===== config.mk =====
export PLATFORM = sky130hd
export DESIGN_NAME = lif_stdp_neuron
export DESIGN_NICKNAME = d
export VERILOG_FILES = /design/src/rtl/lif_stdp_neuron.sv
export SDC_FILE = /design/constraint.sdc
export NUM_CORES = 1
export LEC_CHECK = 0
export ABC_CLOCK_PERIOD_IN_PS = 7240
export CORE_AREA = 8 8 208 210
export DETAILED_ROUTE_END_ITERATION = 12
export DIE_AREA = 0 0 216 218
export HOLD_SLACK_MARGIN = 0.06
export PLACE_DENSITY = 0.42
export RECOVER_POWER = 100
export SLEW_MARGIN = 15
export SYNTH_ARGS = -nofsm -noshare
export SYNTH_HDL_FRONTEND = slang
export SYNTH_SLANG_ARGS = --single-unit

===== constraint.sdc =====
create_clock -name clk -period 7.24 [get_ports clk]
set_input_delay 1.086 -clock clk [delete_from_list [all_inputs] [get_ports clk]]
set_output_delay 1.086 -clock clk [all_outputs]
set_load 0.05 [all_outputs]

===== src/rtl/lif_stdp_neuron.sv =====
// lif_stdp_neuron: leaky integrate-and-fire neuron with per-synapse STDP weights
module lif_stdp_neuron #(
    parameter int N_IN       = 8,
    parameter int W_BITS     = 8,
    parameter int V_BITS     = 10,
    parameter int LEAK_SHIFT = 2,
    parameter int REFRAC     = 3,
    parameter int STDP_WIN   = 4,
    parameter int W_INIT     = 16,
    localparam int SEL_W     = N_IN > 1 ? $clog2(N_IN) : 1
) (
    input  logic              clk,
    input  logic              reset,
    input  logic [N_IN-1:0]   inputs,
    input  logic              learn,
    input  logic [V_BITS-1:0] threshold,
    output logic              spike_out,
    output logic [V_BITS-1:0] membrane,
    input  logic [SEL_W-1:0]  w_sel,
    output logic [W_BITS-1:0] w_rd
);
    localparam int SUM_W = W_BITS + $clog2(N_IN);
    localparam int VX    = V_BITS + 1;
    localparam int TR_W  = $clog2(STDP_WIN + 1);
    localparam int RC_W  = REFRAC > 0 ? $clog2(REFRAC + 1) : 1;

    typedef enum logic {INTEGRATE, REFRACTORY} state_t;

    state_t            state, state_nx;
    logic [V_BITS-1:0] v, v_sat;
    logic [VX-1:0]     v_ext;
    logic [SUM_W-1:0]  sum;
    logic [RC_W-1:0]   rc;
    logic [TR_W-1:0]   post_tr;
    logic [TR_W-1:0]   pre_tr [N_IN];
    logic [W_BITS-1:0] w [N_IN];
    logic              fire;

    assign membrane = v;

    // synaptic sum, leaky saturating membrane update and fire decision
    always_comb begin
        sum = '0;
        for (int i = 0; i < N_IN; i++)
            sum = sum + (inputs[i] ? SUM_W'(w[i]) : SUM_W'(0));
        v_ext = {1'b0, v} - VX'(v >> LEAK_SHIFT) + VX'(sum);
        v_sat = v_ext[V_BITS] ? '1 : v_ext[V_BITS-1:0];
        fire  = state == INTEGRATE && v_sat >= threshold;
        state_nx = (fire && REFRAC > 0) ? REFRACTORY :
                   (state == REFRACTORY && rc == RC_W'(1)) ? INTEGRATE : state;
    end

    // weight readback, zero for selects beyond the synapse count
    always_comb begin
        w_rd = '0;
        for (int i = 0; i < N_IN; i++)
            if (w_sel == SEL_W'(i)) w_rd = w[i];
    end

    // state register, membrane, spike and refractory counter
    always_ff @(posedge clk or negedge reset) begin
        if (!reset) begin
            state     <= INTEGRATE;
            v         <= '0;
            spike_out <= 1'b0;
            rc        <= '0;
        end else begin
            state     <= state_nx;
            spike_out <= fire;
            v         <= (state == INTEGRATE && !fire) ? v_sat : '0;
            rc        <= fire ? RC_W'(REFRAC) : (rc != '0 ? rc - 1'b1 : rc);
        end
    end

    // pre/post traces run continuously; weights step by at most one when learning
    always_ff @(posedge clk or negedge reset) begin
        if (!reset) begin
            post_tr <= '0;
            for (int i = 0; i < N_IN; i++) begin
                pre_tr[i] <= '0;
                w[i]      <= W_BITS'(W_INIT);
            end
        end else begin
            post_tr <= fire ? TR_W'(STDP_WIN) : (post_tr != '0 ? post_tr - 1'b1 : post_tr);
            for (int i = 0; i < N_IN; i++) begin
                pre_tr[i] <= inputs[i] ? TR_W'(STDP_WIN) : (pre_tr[i] != '0 ? pre_tr[i] - 1'b1 : pre_tr[i]);
                if (learn) begin
                    if (fire && (pre_tr[i] != '0 || inputs[i]) && w[i] != '1)
                        w[i] <= w[i] + 1'b1;
                    else if (!fire && inputs[i] && post_tr != '0 && w[i] != '0)
                        w[i] <= w[i] - 1'b1;
                end
            end
        end
    end
endmodule


### Yosys cells after proc, flatten, opt, wreduce, memory -nomap -nowiden

Index checks and enable logic that the tools add are counted.

* register bits: 105
* bits of input ports: 24
* output and inout port bits: 19
* word-level logic and storage cells: 228

* add/subtract/negate cells: 35
* order comparisons: 1
* equality and inequality tests: 16
* mux-type cells: 56
* bitwise gates (word level): 1
* reduce and logical (&&, ||, !) cells: 98

Operators by type and width (count)
* two-way mux 8 bit: 32
* adder 8 x 1 -> 8 bit (second input constant): 8
* inequality test 8 bit (second input constant): 8
* nonzero test 8 bit: 8
* subtractor 8 x 1 -> 8 bit (second input constant): 8
* two-way mux 3 bit: 18
* adder 11 x 8 -> 11 bit: 4
* logical AND 1 bit: 43
* nonzero test 2 bit: 20
* nonzero test 3 bit: 9
* subtractor 3 x 1 -> 3 bit (second input constant): 9
* two-way mux 10 bit: 2
* AND reduction 2 bit: 8
* == test 3 bit (second input constant): 4
* adder 10 x 8 -> 11 bit: 1
* adder 11 bit: 1
* subtractor 10 x 8 -> 11 bit: 1
* adder 9 x 8 -> 10 bit: 1
* greater-or-equal comparator 10 bit: 1
* adder 8 x 8 -> 9 bit: 1
* logical OR 1 bit: 8
* == test 3 x 2 -> 1 bit (second input constant): 2
* two-way mux 2 bit: 2
* == test 3 x 1 -> 1 bit (second input constant): 1
* 6 further kinds: 7

### Logic depth before layout (Yosys ltp)

Gate-level depths: netlist of the first run.

* depth in word-level cells: 18
* mapped depth: 34
* gate-level depth less buffers: 31

### Worst setup path before layout of the first run

OpenSTA, ideal clock, no wires.

* kind: input -> register
* from: in inputs[4]
* to: reg w[39] (netlist name)
* library setup time: 0.079 ns
* arrival time: 8.616 ns
* data required time: 7.161 ns
* slack: -1.455 ns
* stages on the path: 31
* buffers on the path: 3
* cell sequence: clkbuf_1 -> nand2_1 -> fa_1 -> inv_1 -> fa_1 -> fa_1 -> fa_1 -> inv_1 -> fa_1 -> inv_1 -> ha_1 -> nand2_1 -> o311ai_2 -> nor3_1 -> o21ai_1 -> xor2_1 -> buf_4 -> nand2_1 -> ha_1 -> o21ai_0 -> o21a_1 -> o21a_2 -> nor3_1 -> clkbuf_1 -> nand2_1 -> ha_1 -> a21oi_1 -> o221ai_1 -> o41a_1 -> o32ai_1 -> xor2_1

* longest elaborated chain between the ends: 15
* elaborated cells on any way between the ends: 18
* those cells by class: 5 x add/sub; 1 x order compare; 3 x mux; 9 x reduce/logical

Ends and longest elaborated chain
* start, declared: RTL line 14 `input logic [N_IN-1:0] inputs,`
* two-way mux 8 bit (*): RTL line 45 `sum = sum + (inputs[i] ? SUM_W'(w[i]) : SUM_W'(0));`
* adder 11 x 8 -> 11 bit (*) (4 in a row): RTL line 45
* adder 11 bit (*): RTL line 46 `v_ext = {1'b0, v} - VX'(v >> LEAK_SHIFT) + VX'(sum);`
* two-way mux 10 bit (*): RTL line 47 `v_sat = v_ext[V_BITS] ? '1 : v_ext[V_BITS-1:0];`
* greater-or-equal comparator 10 bit (*): RTL line 48 `fire = state == INTEGRATE && v_sat >= threshold;`
* logical AND 1 bit (*): RTL line 48
* named net fire: RTL line 37 `logic fire;`
* zero test 1 bit: RTL line 90 `else if (!fire && inputs[i] && post_tr != '0 && w[i] != '0)`
* logical AND 1 bit (3 in a row): RTL line 90
* nonzero test 2 bit (no line)
* AND reduction 2 bit (no line)
* end signal, assigned by index: RTL line 81 `w[i] <= W_BITS'(W_INIT);`
* end signal, assigned by index: RTL line 89 `w[i] <= w[i] + 1'b1;`
* end signal, assigned by index: RTL line 91 `w[i] <= w[i] - 1'b1;`
* end, declared: RTL line 36 `logic [W_BITS-1:0] w [N_IN];`

Mark *: on every way through the listed nets, which the timed path passes. The rest lies on a longest branch.
A chain may end at the register's enable or synchronous reset.

### Final worst setup path of the first run

* from: in inputs[2]
* to: reg w[14] (netlist name)

* longest elaborated chain between the ends: 17
* elaborated cells on any way between the ends: 20
* those cells by class: 7 x add/sub; 1 x order compare; 3 x mux; 9 x reduce/logical

Ends and longest elaborated chain (RTL line)
* two-way mux 8 bit (*): 45
* adder 9 x 8 -> 10 bit (*): 45
* adder 10 x 8 -> 11 bit (*): 45
* adder 11 x 8 -> 11 bit (*) (4 in a row): 45
* adder 11 bit (*): 46
* two-way mux 10 bit (*): 47
* greater-or-equal comparator 10 bit (*): 48
* logical AND 1 bit (*): 48
* zero test 1 bit: 90
* logical AND 1 bit (3 in a row): 90
* nonzero test 2 bit (no line)
* AND reduction 2 bit (no line)

Every way passes the cells marked *; elsewhere a longest branch is shown, timed or not.

==> run metrics, run 1 <==
Post-synth EDFFs 0; Crit Path Class primary input to flip-flop; routed vias ~8300; Post-synth ARST share 100%; fin. max-slew vios between 100 and 150; Layout fillers between 4000 and 5000; Reg area between 0.002 and 0.003 sq mm; RSZ-0062 raised after global routing true; Antenna Nets Post-Route 0; H-tree level count 3; P&R area growth vs syn 47.9%; multi-input logic area 0.00819 sq mm; # DRC 0; CP max-delay cell fa_2; Final period util 108%; met1 layer usage reported by global route a little under a fifth; clock buffer depth 2; sequential share of the synthesized area a little over a quarter; cell mode on critical path fa_2; DR vias/cell 4.56; Max stage delay on crit path between 600 and 700 ps; Top FF cell, synth dfrtp_1; yosys warns 0; drt first pass iters 5; gr ovfl total 0; die area about 0.047 sq mm; Clock Latency Late Sink 380 ps; hold slack slightly below 500 ps; relative slew slack -69.9%; # nets final ~1500; cts bufs inserted 9; first-pass GRT wire length between 50 and 60 mm; routability cong. approximately 0.82; IO Count 43; ANT cells 0; Initial Util 24.6%; Critical Path Sink Type flip-flop; FP Rows 74; post-route setup slack -554 ps; Synth Register Bits around 110; Hold Crit Depth 1; Hold Vio Cnt, Final 0; Avg WL per Cell about 18 um; dpl cell area between 0.01 and 0.015 sq mm; status finished with violations; R2R depth 31; crit path DAT 8060 ps; total global routing track utilization approximately 14%; largest net degree at the start of global routing 65; CP Launch Type primary input; CTS root buf clkbuf_16; global routing usage on met3 2.29%; Setup violations, final between 60 and 70; Avg Inst Size Synth around 9.6 sq um; antenna violations before repair 1; GR peak layer met2; placed wire-length estimate 25.8 mm; Die Span X 216 um; final WL 32.4 mm; total clock sinks 105; clock transition at the registers of the reported paths 80 ps; Synth Cell Area a little under 0.01 sq mm; # hold bufs at CTS 0; Die Y 218 um; Worst-Margin Slew 2550 ps; PortBufs between 40 and 50; TritonCTS clock tree yes; vias in the first global route 8750; critical path data required time about 7500 ps; core area around 0.04 sq mm; M2 GR Usage 22.9%; Mapped Cells between 1000 and 1500; Setup Skew approximately 10 ps; Highest Clock Rate roughly 0.13 GHz; syn_nets roughly 1200; hold crit path type flip-flop to flip-flop; Crit Path Max Fanout 6; fraction of layout instances using a drive strength above 1 just under 40%; design area 0.0146 sq mm; failing checks capacitance limit, slew limit, setup timing; Final min period between 7000 and 8000 ps; Yosys cell types 52; max-cap violation count 2; Detailed Route Iter0 Violations just over 300
area by class of cell:
cell class / instances / area share [%]
multi-input cells: 779 / 56.0
flip-flops and latches: 105 / 18.0
repair buffers: 266 / 16.0
well taps: 532 / 4.55
inverters: 129 / 3.33
clock buffers: 11 / 1.73
clock inverters: 5 / 0.428
layer usage:
| layer | part of all wire [%] | wire [um] |
|---|---|---|
| met3 | 2.9 | 926 |
| met1 | 48 | 15600 |
| met2 | 47 | 15400 |
| met5 | 0.040 | 13 |
| met4 | 1.7 | 549 |
synthesized netlist by cell type, types with 12 or more instances:
cell type / count / area share [%]
xnor2_1: 39 / 3.5
clkbuf_1: 16 / 0.61
o21ai_0: 34 / 1.7
dfrtp_1: 97 / 25
nand2b_1: 14 / 0.89
nor2_1: 75 / 2.8
xor2_1: 31 / 2.7
and2_1: 34 / 2.2
nand4_1: 25 / 1.6
fa_1: 69 / 14
a211oi_1: 12 / 0.91
nand3_1: 15 / 0.76
a21oi_1: 45 / 2.3
ha_1: 98 / 12
nor2b_1: 12 / 0.76
nand2_1: 88 / 3.3
mux2_2: 53 / 6.0
inv_1: 129 / 4.9
sequential cells by signal (all words and copies together), names as in the netlist:
signal	flops
w	64
spike_out	1
membrane	10
state	1
rc	2
post_tr	3
pre_tr	24
cells in the final DEF, fill, tap and decap left out, types with 10 or more instances in the layout:
cell,count
nand2_2,13
a21oi_1,25
o21ai_2,17
o21a_1,11
fa_1,52
or4_1,10
xor2_1,30
mux2_4,24
fa_2,17
clkbuf_16,10
and2_4,10
nand2_4,15
buf_6,40
nor2b_1,11
clkdlybuf4s50_1,14
nand2b_1,13
o21ai_1,13
xnor2_1,38
dlygate4sd3_1,20
nand2_1,53
nand4_1,25
a21oi_4,16
ha_1,56
mux2_2,29
and2_1,24
inv_1,120
o21ai_0,11
buf_4,166
nor2_1,65
ha_4,42
dfrtp_1,97
stage by stage:
step / cells / setup TNS [ps] / setup WS [ps] / util [%]
floorplan: 1033 / -18360 / -597 / -
global placement: 1775 / -80800 / -1530 / 32.8
detailed placement: 1775 / -83820 / -1600 / 32.8
CTS: 1812 / -19500 / -644 / 35.2
global route: 1827 / -33370 / -775 / 36.4
finish: 1827 / -19150 / -554 / 36.4
cells by family (layout without fill, tap and decap cells):
family / count (synthesis) / in the layout / share of synthesized area [%]
XOR/XNOR: 70 / 70 / 6.20
multiplexers: 64 / 64 / 7.66
buffers and inverters: 149 / 411 / 5.71
AND/OR/NAND/NOR: 294 / 294 / 14.3
AO/OA/AOI/OAI: 184 / 184 / 13.1
flip-flops: 105 / 105 / 26.7
adder cells (fa/ha/maj): 167 / 167 / 26.4
worst max-delay path: cells and delay by family:
| family | cells | cell delay (ps) |
|---|---|---|
| AOI/OAI and AO/OA | 6 | 1020 |
| xor gates and xnor gates | 2 | 250 |
| adders and majority gates | 8 | 3620 |
| buffers and inverters | 7 | 820 |
| muxes | 1 | 250 |
| and+or+nand+nor | 9 | 970 |
repair_timing:
action	CTS	global route
resized for setup	138	95
setup buffers	25	21
setup endpoints to repair	77	64
pin swaps	56	60
cloned	1	1
endpoints found under the hold margin	0	0
path summary, 6_finish.rpt:
| check | startpoint | endpoint | slack, ps |
|---|---|---|---|
| max | inputs[2] | w[14] | -550 |
| min reg2reg | pre_tr[5] | pre_tr[5] | 490 |
| max reg2reg | w[52] | w[14] | -130 |
| min | pre_tr[5] | pre_tr[5] | 490 |
| max in group asynchronous | reset | membrane[8] | 2920 |
| min in group asynchronous | reset | pre_tr[9] | 1490 |
Power of run 1 is not shown: default switching activity piles up to over one toggle a cycle in this logic, so the estimate is an artifact.
==> run 2, diff against run 1 <==
--- a/config.mk
+++ b/config.mk
@@ -7,10 +7,11 @@
 export LEC_CHECK = 0
 export ABC_CLOCK_PERIOD_IN_PS = 7240
 export CORE_AREA = 8 8 208 210
+export CTS_CLUSTER_DIAMETER = 100
 export DETAILED_ROUTE_END_ITERATION = 12
 export DIE_AREA = 0 0 216 218
+export GPL_ROUTABILITY_DRIVEN = 0
 export HOLD_SLACK_MARGIN = 0.06
-export PLACE_DENSITY = 0.42
 export RECOVER_POWER = 100
 export SLEW_MARGIN = 15
 export SYNTH_ARGS = -nofsm -noshare
==> run 2 against run 1 <==
Compared with the run above:
- sequential share of layout area is essentially flat
- first-iteration DRC count rose by 50%
- register-to-register slack barely moved
- utilization is essentially flat
- worst hold slack worse by 4.1 ps
- largest cell class unchanged
- the flow still finishes with violations (capacitance limit, slew limit, setup timing)
- flip-flop and latch count unchanged
- final cell count grew 0.55%
- critical path type unchanged
==> run metrics, run 2 (synthesized netlist as in run 1, its figures left out) <==
status finished with violations; failing checks capacitance limit, slew limit, setup timing; R2R depth 31 (unchanged); final WL 30.8 mm (-5.0%); total global routing track utilization 12.7% (-1.3 points); # DRC 0 (unchanged); FP Rows 74 (unchanged); Clock Latency Late Sink 360 ps (-20 ps); fraction of layout instances using a drive strength above 1 38.5% (-0.37 points); crit path launch inputs[2]; RSZ-0062 raised after global routing true; Final min period 7910 ps (+118 ps); Crit Path Max Fanout 4 (-2); hold crit path type flip-flop to flip-flop; gr ovfl total 0 (unchanged); pre-CTS setup slack -1490 ps (+109 ps); CTS root buf clkbuf_16; cell mode on critical path fa_1; critical path data required time 7520 ps (about the same); leading cell type in the layout, fill and taps excluded buf_4; dpl cell area 0.0131 sq mm (-0.66%); vias in the first global route 8895 (+1.7%); PortBufs 42 (unchanged); most frequent cells in the layout buf_4, inv_1, dfrtp_1; DR vias/cell 4.67 (+2.2%); Worst-Margin Slew 2660 ps (+109 ps); cts bufs inserted 9 (unchanged); TritonCTS clock tree yes; # hold bufs at CTS 0 (unchanged); Setup Skew 13.9 ps (+4.07 ps); fin. max-slew vios 47 (-56%); post-route core utilization 36.4% (-0.037 points); Antenna Nets Post-Route 0 (unchanged); Hold Crit Start pre_tr[5]; routed vias 8571 (+2.8%); Highest Clock Rate 0.126 GHz (-1.5%); relative slew slack -77.2% (-7.2 points); r2r startpoint w[28]; clock transition at the registers of the reported paths 70 ps (about the same); first-pass GRT wire length 47.9 mm (-6.3%); Final period util 109% (+1.6 points); Die Span X 216 um (unchanged); Die Y 218 um (unchanged); Hold Vio Cnt, Final 0 (unchanged); drt first pass iters 5 (unchanged); design area 0.0146 sq mm (-0.10%); Biggest register w; CP Launch Type primary input; buffers and inverters on the worst path 7 (unchanged); post-route setup slack -671 ps (-118 ps); Critical Path Sink Type flip-flop; crit path DAT 8190 ps (+130 ps); antenna violations before repair 0 (-1); # nets final 1491 (+0.68%); Initial Util 24.6% (unchanged); ANT cells 0 (unchanged); die area 0.0471 sq mm (unchanged); clock buffer depth 2 (unchanged); placed wire-length estimate 24.0 mm (-7.0%); Avg WL per Cell 16.8 um (-5.5%); IO Count 43 (unchanged); total stage count of the critical path 32 (-3.0%); crit-path leading delay family adder cells; P&R area growth vs syn 47.8%; Max stage delay on crit path 550 ps (-80 ps); H-tree level count 3 (unchanged); Detailed Route Iter0 Violations 465 (+50%); core area 0.0402 sq mm (unchanged); Setup violations, final 56 (-13%); Hold Crit Depth 1 (unchanged); largest net degree at the start of global routing 61 (-6.2%); Layout fillers 3953 (-3.6%); CP max-delay cell fa_1; Crit Path Class primary input to flip-flop; max reg flops 64 (unchanged); max-cap violation count 1 (-1); total clock sinks 105 (unchanged)
==> run 2: cell count changes in the layout (fill, tap and decap cells not counted), moves of 9 or more <==
cell             delta
mux2_2             -10
buf_4               +9
mux2_4             +10
dlygate4sd3_1      -20
clkdlybuf4s50_1    +20
==> run 2: worst reg2reg max path, delay by kind of cell, from the launching register on <==
kind / cells / cell delay (ps)
compound gates: 8 / 1650
xor+xnor: 2 / 430
fa+ha+maj: 8 / 3310
buf+inv: 6 / 660
flops: 1 / 540
simple gates: 7 / 710
==> run 2: cell type report <==
cell class	count	area, sq um	share of cell area [%]
Multi-Input combinational cell	779	8020	54.9
Sequential cell	105	2640	18.0
Timing Repair Buffer	276	2500	17.1
Tap cell	532	666	4.56
Inverter	129	484	3.31
Clock buffer	14	264	1.81
Clock inverter	2	37.5	0.257
==> run 2: path summary, 6_finish.rpt <==
path	to	slack [ps]
max in group asynchronous	w[59]	3740
min in group asynchronous	spike_out	1560
hold reg to reg	pre_tr[5]	480
hold / removal	pre_tr[5]	480
setup / recovery	w[55]	-670
setup reg to reg	w[55]	-140
==> run 2: metrics by stage <==
stage | hold slack (ps) | cells | setup TNS [ps]
6_report | 482 | 1837 | -20450
5_1_grt | 499 | 1837 | -33600
2_1_floorplan | 443 | 1033 | -18360
3_5_place_dp | 469 | 1765 | -76440
4_1_cts | 484 | 1807 | -18580
3_3_place_gp | 458 | 1765 | -69080
==> run 2: what timing repair did <==
action	4_1_cts	5_1_grt
endpoints found under the hold margin	0	0
endpoints found under the setup margin	66	64
buffers inserted	26	35
cloned	2	1
pin swaps	74	81
gates resized for setup	106	118
==> run 2: routing by layer <==
layer / share of wire, % / vias up / global-route usage [%]
met2: 48 / 221 / 21.4
met5: 0 / - / 0
met4: 2.0 / 0 / 3.38
met1: 45 / 4219 / 16.4
li1: - / 4083 / -
met3: 5.0 / 48 / 2.48
Power of run 2 is left out for the same reason.
==> run 3, diff against run 2 <==
--- a/config.mk
+++ b/config.mk
@@ -6,6 +6,7 @@
 export NUM_CORES = 1
 export LEC_CHECK = 0
 export ABC_CLOCK_PERIOD_IN_PS = 7240
+export CAP_MARGIN = 15
 export CORE_AREA = 8 8 208 210
 export CTS_CLUSTER_DIAMETER = 100
 export DETAILED_ROUTE_END_ITERATION = 12
==> results of run 3 <==
No change in the layout: final DEF, timing and power equal those of run 2.
Power of run 3 is left out for the same reason.
==> RTL edit 1 (settings of run 3) <==
Set the parameter `N_IN` to 16 (it was 8).
--- a/src/rtl/lif_stdp_neuron.sv
+++ b/src/rtl/lif_stdp_neuron.sv
@@ -1,6 +1,6 @@
 // lif_stdp_neuron: leaky integrate-and-fire neuron with per-synapse STDP weights
 module lif_stdp_neuron #(
-    parameter int N_IN       = 8,
+    parameter int N_IN       = 16,
     parameter int W_BITS     = 8,
     parameter int V_BITS     = 10,
     parameter int LEAK_SHIFT = 2,
Interface: changed (resized inputs and w_sel); port bits go from 43 to 52. The function was not compared with the original's and may differ.
==> RTL edit 1 against run 3 <==
The run still ends with capacitance limit, slew limit, setup timing left; clock skew barely moved; count of clock-buffer cells in the layout rose by 6; cell area rose by 81%; worst setup slack got worse by 0.39 ns; synthesized cell count rose by 88%; sequential cell count rose by 88; critical path depth rose by 1; register-to-register slack got worse by 0.65 ns; area after synthesis rose by 89%; routed wire length rose by 98%; via count rose by 94%; critical path type unchanged; largest cell class unchanged.
Power is left out: the tool's default activity adds up to more than one toggle a clock period on the data nets, which glitch-free logic cannot reach.
==> RTL edit 1: results (changes against run 3) <==
overall via count from detail_route 16615 (+94%); critical-path maximum fanout 7 (+3); fraction of area in multi-input gates 56.3% (+1.4 points); max-slew violation count 69 (+47%); placed cells 2877 (+63%); result of the run finished, violations left; Placement Setup Slack -2.11 ns (-0.615 ns); share of the final layout cell area in sequential cells 18.3% (+0.29 points); fill cell instance count of the final layout 3199 (-19%); non-clock inverter count in the final layout 233 (+81%); HPWL reported at the end of detailed placement 46300 um (+93%); transition at the pin with the smallest max-transition slack 3.78 ns (+1.12 ns); number of clock buffers inserted by TritonCTS 17 (+8); DR pass1 iterations 7 (+2); number of clock buffers in the layout 20 (+6); met3 usage 5.33% (+2.8 points); reg2reg end w[103]; slack of the worst reg-to-reg path -0.79 ns (-0.65 ns); depth of the worst register-to-register path 30 (-3.2%); setup TNS -81.14 ns (-60.69 ns); largest net degree at the start of global routing 69 (+13%); worst hold margin 0.480 ns (-0.00263 ns); number of storage elements in the synthesis netlist 193 (+84%); area of the mapped netlist 18700 sq um (+89%); global-route usage over all layers 25.8% (+13 points); Synthesized Nets 2282 (+86%); met1 Resource Use GR 31.6% (+15 points); final critical-path setup slack -1.07 ns (-0.394 ns); number of multi-input combinational cells in the layout 1475 (+89%); cell with the biggest individual delay on the critical path sky130_fd_sc_hd__fa_2; fraction of area in clock buffers and inverters 2.59% (+0.52 points); share of Yosys cell area claimed by the top area cell type 23.7% (-0.81 points); launching point of the worst reg2reg path w[59]; flip-flop count of the largest register after layout 128 (+100%); final wirelength 60900 um (+98%); buffering overhead 16.9% (-0.18 points); area growth from synthesis to layout 41.7%; failing checks capacitance limit, slew limit, setup timing; port bufs 51 (+21%); count of endpoints failing setup in the final report 139 (+150%); cell types with the largest area share after synthesis sky130_fd_sc_hd__dfrtp_1, sky130_fd_sc_hd__fa_1, sky130_fd_sc_hd__ha_1; antenna violations before repair 3 (+3); Non-Clock Buffer Count 529 (+92%); Max-Cap Viols 1 (unchanged)
[RTL edit 1: cell types whose count changed in the layout (fill, tap and decap cells not counted), sizes merged, moves of 27 or more]
cell | before | now
buf | 234 | 484
inv | 129 | 235
dfrtp | 97 | 177
fa | 69 | 140
a21oi | 45 | 111
ha | 98 | 164
nand2 | 88 | 150
nor2 | 75 | 134
mux2 | 53 | 109
xnor2 | 39 | 90
nand2b | 14 | 42
a21o | 1 | 28
[RTL edit 1: critical path: cells and delay by family]
kind	cells	cell delay, ns
buffers and inverters	7	0.83
AND/OR/NAND/NOR	7	0.96
multiplexers	1	0.38
adder cells (fa/ha/maj)	10	4.03
XOR/XNOR	2	0.19
AO/OA/AOI/OAI	6	1.19
[RTL edit 1: worst max-delay path by stage]
stage                   start      to  slack [ns]  depth (start not counted)
floorplan           inputs[0]   w[63]       -1.08                         29
global placement    inputs[9]   w[55]       -1.97                         33
detailed placement  inputs[9]   w[38]       -2.11                         34
CTS                 inputs[8]   w[55]       -1.06                         32
global route        inputs[4]   w[79]       -1.27                         35
finish              inputs[2]  w[103]       -1.07                         33
[RTL edit 1: cells by family after synthesis]
family,count (synthesis),share of synthesized area [%]
and+or+nand+nor,540,14.4
AOI/OAI and AO/OA,346,12.0
adders and majority gates,304,26.0
buffers and inverters,278,5.76
DFF,193,26.0
xor gates and xnor gates,142,6.67
muxes,142,9.14
[RTL edit 1: what timing repair did]
item	4_1_cts	5_1_grt
endpoints found under the setup margin	145	144
gates cloned	9	0
pin swaps	125	148
gates resized for setup	202	167
buffers inserted	34	45
[RTL edit 1: per-layer routing]
metal	vias up	routed length (um)
met5	-	27
met4	4	2770
met3	158	3240
met2	476	29800
met1	8299	25100
li1	7678	-
==> RTL edit 2 (flow settings as in run 3) <==
Without the edit above. Add an input register stage for `inputs`, `learn`, `threshold` and `w_sel`, with the module's reset; this delays them by one clock.
--- a/src/rtl/lif_stdp_neuron.sv
+++ b/src/rtl/lif_stdp_neuron.sv
@@ -26,6 +26,25 @@
 
     typedef enum logic {INTEGRATE, REFRACTORY} state_t;
 
+    logic [N_IN-1:0] inputs_q;
+    logic learn_q;
+    logic [V_BITS-1:0] threshold_q;
+    logic [SEL_W-1:0] w_sel_q;
+
+    always_ff @(posedge clk or negedge reset) begin
+        if (!reset) begin
+            inputs_q    <= '0;
+            learn_q     <= '0;
+            threshold_q <= '0;
+            w_sel_q     <= '0;
+        end else begin
+            inputs_q    <= inputs;
+            learn_q     <= learn;
+            threshold_q <= threshold;
+            w_sel_q     <= w_sel;
+        end
+    end
+
     state_t            state, state_nx;
     logic [V_BITS-1:0] v, v_sat;
     logic [VX-1:0]     v_ext;
@@ -42,10 +61,10 @@
     always_comb begin
         sum = '0;
         for (int i = 0; i < N_IN; i++)
-            sum = sum + (inputs[i] ? SUM_W'(w[i]) : SUM_W'(0));
+            sum = sum + (inputs_q[i] ? SUM_W'(w[i]) : SUM_W'(0));
         v_ext = {1'b0, v} - VX'(v >> LEAK_SHIFT) + VX'(sum);
         v_sat = v_ext[V_BITS] ? '1 : v_ext[V_BITS-1:0];
-        fire  = state == INTEGRATE && v_sat >= threshold;
+        fire  = state == INTEGRATE && v_sat >= threshold_q;
         state_nx = (fire && REFRAC > 0) ? REFRACTORY :
                    (state == REFRACTORY && rc == RC_W'(1)) ? INTEGRATE : state;
     end
@@ -54,7 +73,7 @@
     always_comb begin
         w_rd = '0;
         for (int i = 0; i < N_IN; i++)
-            if (w_sel == SEL_W'(i)) w_rd = w[i];
+            if (w_sel_q == SEL_W'(i)) w_rd = w[i];
     end
 
     // state register, membrane, spike and refractory counter
@@ -83,11 +102,11 @@
         end else begin
             post_tr <= fire ? TR_W'(STDP_WIN) : (post_tr != '0 ? post_tr - 1'b1 : post_tr);
             for (int i = 0; i < N_IN; i++) begin
-                pre_tr[i] <= inputs[i] ? TR_W'(STDP_WIN) : (pre_tr[i] != '0 ? pre_tr[i] - 1'b1 : pre_tr[i]);
-                if (learn) begin
-                    if (fire && (pre_tr[i] != '0 || inputs[i]) && w[i] != '1)
+                pre_tr[i] <= inputs_q[i] ? TR_W'(STDP_WIN) : (pre_tr[i] != '0 ? pre_tr[i] - 1'b1 : pre_tr[i]);
+                if (learn_q) begin
+                    if (fire && (pre_tr[i] != '0 || inputs_q[i]) && w[i] != '1)
                         w[i] <= w[i] + 1'b1;
-                    else if (!fire && inputs[i] && post_tr != '0 && w[i] != '0)
+                    else if (!fire && inputs_q[i] && post_tr != '0 && w[i] != '0)
                         w[i] <= w[i] - 1'b1;
                 end
             end
Function: changed (a bounded check fails within 4 cycles, from zero or initial values and one cycle with reset low).
==> RTL edit 2 against run 3 <==
The run still ends with capacitance limit, slew limit, setup timing left; worst setup slack better by 0.32 ns; maximum frequency is 4.3% higher; die area stayed put; routed wire length is 4.6% higher; area after synthesis is 6.7% higher; sequential cell count is 22 higher; cell area is 3.7% higher; critical path type is now reg2reg; critical endpoint is now w[62]; largest cell class unchanged.
Power is left out: the tool's default activity adds up to more than one toggle a clock period on the data nets, which glitch-free logic cannot reach.
==> RTL edit 2: results (changes against run 3) <==
result of the run finished, violations left; failing checks capacitance limit, slew limit, setup timing; Cell Area, Placed 13100 sq um (about the same); final wirelength 32300 um (+4.6%); setup TNS -5.65 ns (+14.79 ns); timing startpoint of the critical path w[12]; Setup Skew 0.0126 ns (-0.00130 ns); Top Registers w x64, pre_tr x24; global-route wire length before repair 49900 um (+4.3%); Crit path largest cell delay 0.56 ns; data arrival time of the critical path 7.90 ns (-0.29 ns); cell with the biggest individual delay on the critical path sky130_fd_sc_hd__dfstp_2; critical-path maximum fanout 6 (+2); overall via count from detail_route 8704 (+1.6%); number of global-route vias before repair 9181 (+3.2%); most frequent cells after synthesis sky130_fd_sc_hd__inv_1, sky130_fd_sc_hd__dfrtp_1, sky130_fd_sc_hd__ha_1, sky130_fd_sc_hd__nand2_1, sky130_fd_sc_hd__fa_1; Final #Nets 1482 (-0.60%); transition at the pin with the smallest max-transition slack 3.48 ns (+0.820 ns); number of clock buffers inserted by TritonCTS 17 (+8); max-slew violation count 130 (+180%); start point of the worst min-delay path pre_tr[20]; depth of the worst register-to-register path 34 (+9.7%); Synthesized Nets 1240 (+1.3%); count of endpoints failing setup in the final report 34 (-39%); fraction of the yosys area taken by sequential cells 30.2% (+3.6 points); post-synthesis cell type count 59 (+13%); insertion delay of the later-clocked pin in the worst-skew pair 0.44 ns (+0.08 ns); proportion of layout cells with a drive suffix above 1 37.7% (-0.89 points); global-route usage over all layers 13.5% (+0.84 points); clock tree root driver cell sky130_fd_sc_hd__clkbuf_16; drt first-iter violations 519 (+12%); cell types with the largest area share after synthesis sky130_fd_sc_hd__dfrtp_1, sky130_fd_sc_hd__fa_1, sky130_fd_sc_hd__ha_1; Max-Cap Viols 2 (+1); diodes inserted 0 (unchanged); HPWL reported at the end of detailed placement 23900 um (-0.28%); CTS H-tree depth 4 (+1); largest net degree at the start of global routing 67 (+9.8%); final critical-path setup slack -0.346 ns (+0.325 ns)
-- RTL edit 2: final timing paths --
check                                 end  slack (ns)
min                            pre_tr[20]        0.48
min reg2reg                    pre_tr[20]        0.48
min in group asynchronous  threshold_q[2]        1.82
max in group asynchronous     inputs_q[2]        2.17
max reg2reg                         w[62]       -0.35
max                                 w[62]       -0.35
-- RTL edit 2: cell type report --
| cell class | instances | area [sq um] |
|---|---|---|
| flip-flops and latches | 127 | 3210 |
| fillers | 3879 | 25000 |
| well taps | 532 | 666 |
| multi-input cells | 772 | 8020 |
| repair buffers | 243 | 2100 |
| inverters | 130 | 488 |
| clock inverters | 11 | 235 |
| clock buffers | 21 | 450 |
-- RTL edit 2: repair_timing --
item | 4_1_cts | 5_1_grt
pin swaps | 47 | 86
gates resized for setup | 87 | 101
buffers inserted | 29 | 27
cloned | 1 | 0
endpoints found under the setup margin | 51 | 58
endpoints found under the hold margin | 0 | 0
-- RTL edit 2: critical path, delay by kind of cell, from the launching register on --
kind	cells	cell delay, ns
adders and majority gates	8	3.49
AOI/OAI and AO/OA	7	1.20
buffers and inverters	9	0.91
and+or+nand+nor	7	0.67
DFF	1	0.56
xor gates and xnor gates	2	0.34
muxes	1	0.29
-- RTL edit 2: logic make-up (layout without fill, tap and decap cells) --
group | count (synthesis) | in the layout | synth area share [%]
xor+xnor | 70 | 70 | 5.88
compound gates | 179 | 179 | 12.1
fa+ha+maj | 167 | 167 | 24.7
flops | 127 | 127 | 30.2
mux | 64 | 64 | 8.45
buf+inv | 150 | 405 | 5.41
simple gates | 292 | 292 | 13.2
-- RTL edit 2: stage by stage --
stage,setup WS [ns],instances
3_3_place_gp,-0.383,1750
5_1_grt,-0.628,1836
2_1_floorplan,-0.110,1049
4_1_cts,-0.375,1811
6_report,-0.346,1836
3_5_place_dp,-0.479,1750
-- RTL edit 2: layer usage --
metal / up-vias / wire (um) / global-route usage [%]
li1: 4078 / - / -
met1: 4326 / 13700 / 16.9
met2: 237 / 15600 / 22.3
met3: 63 / 1870 / 2.94
met4: 0 / 1170 / 5.84
met5: - / 0 / 0
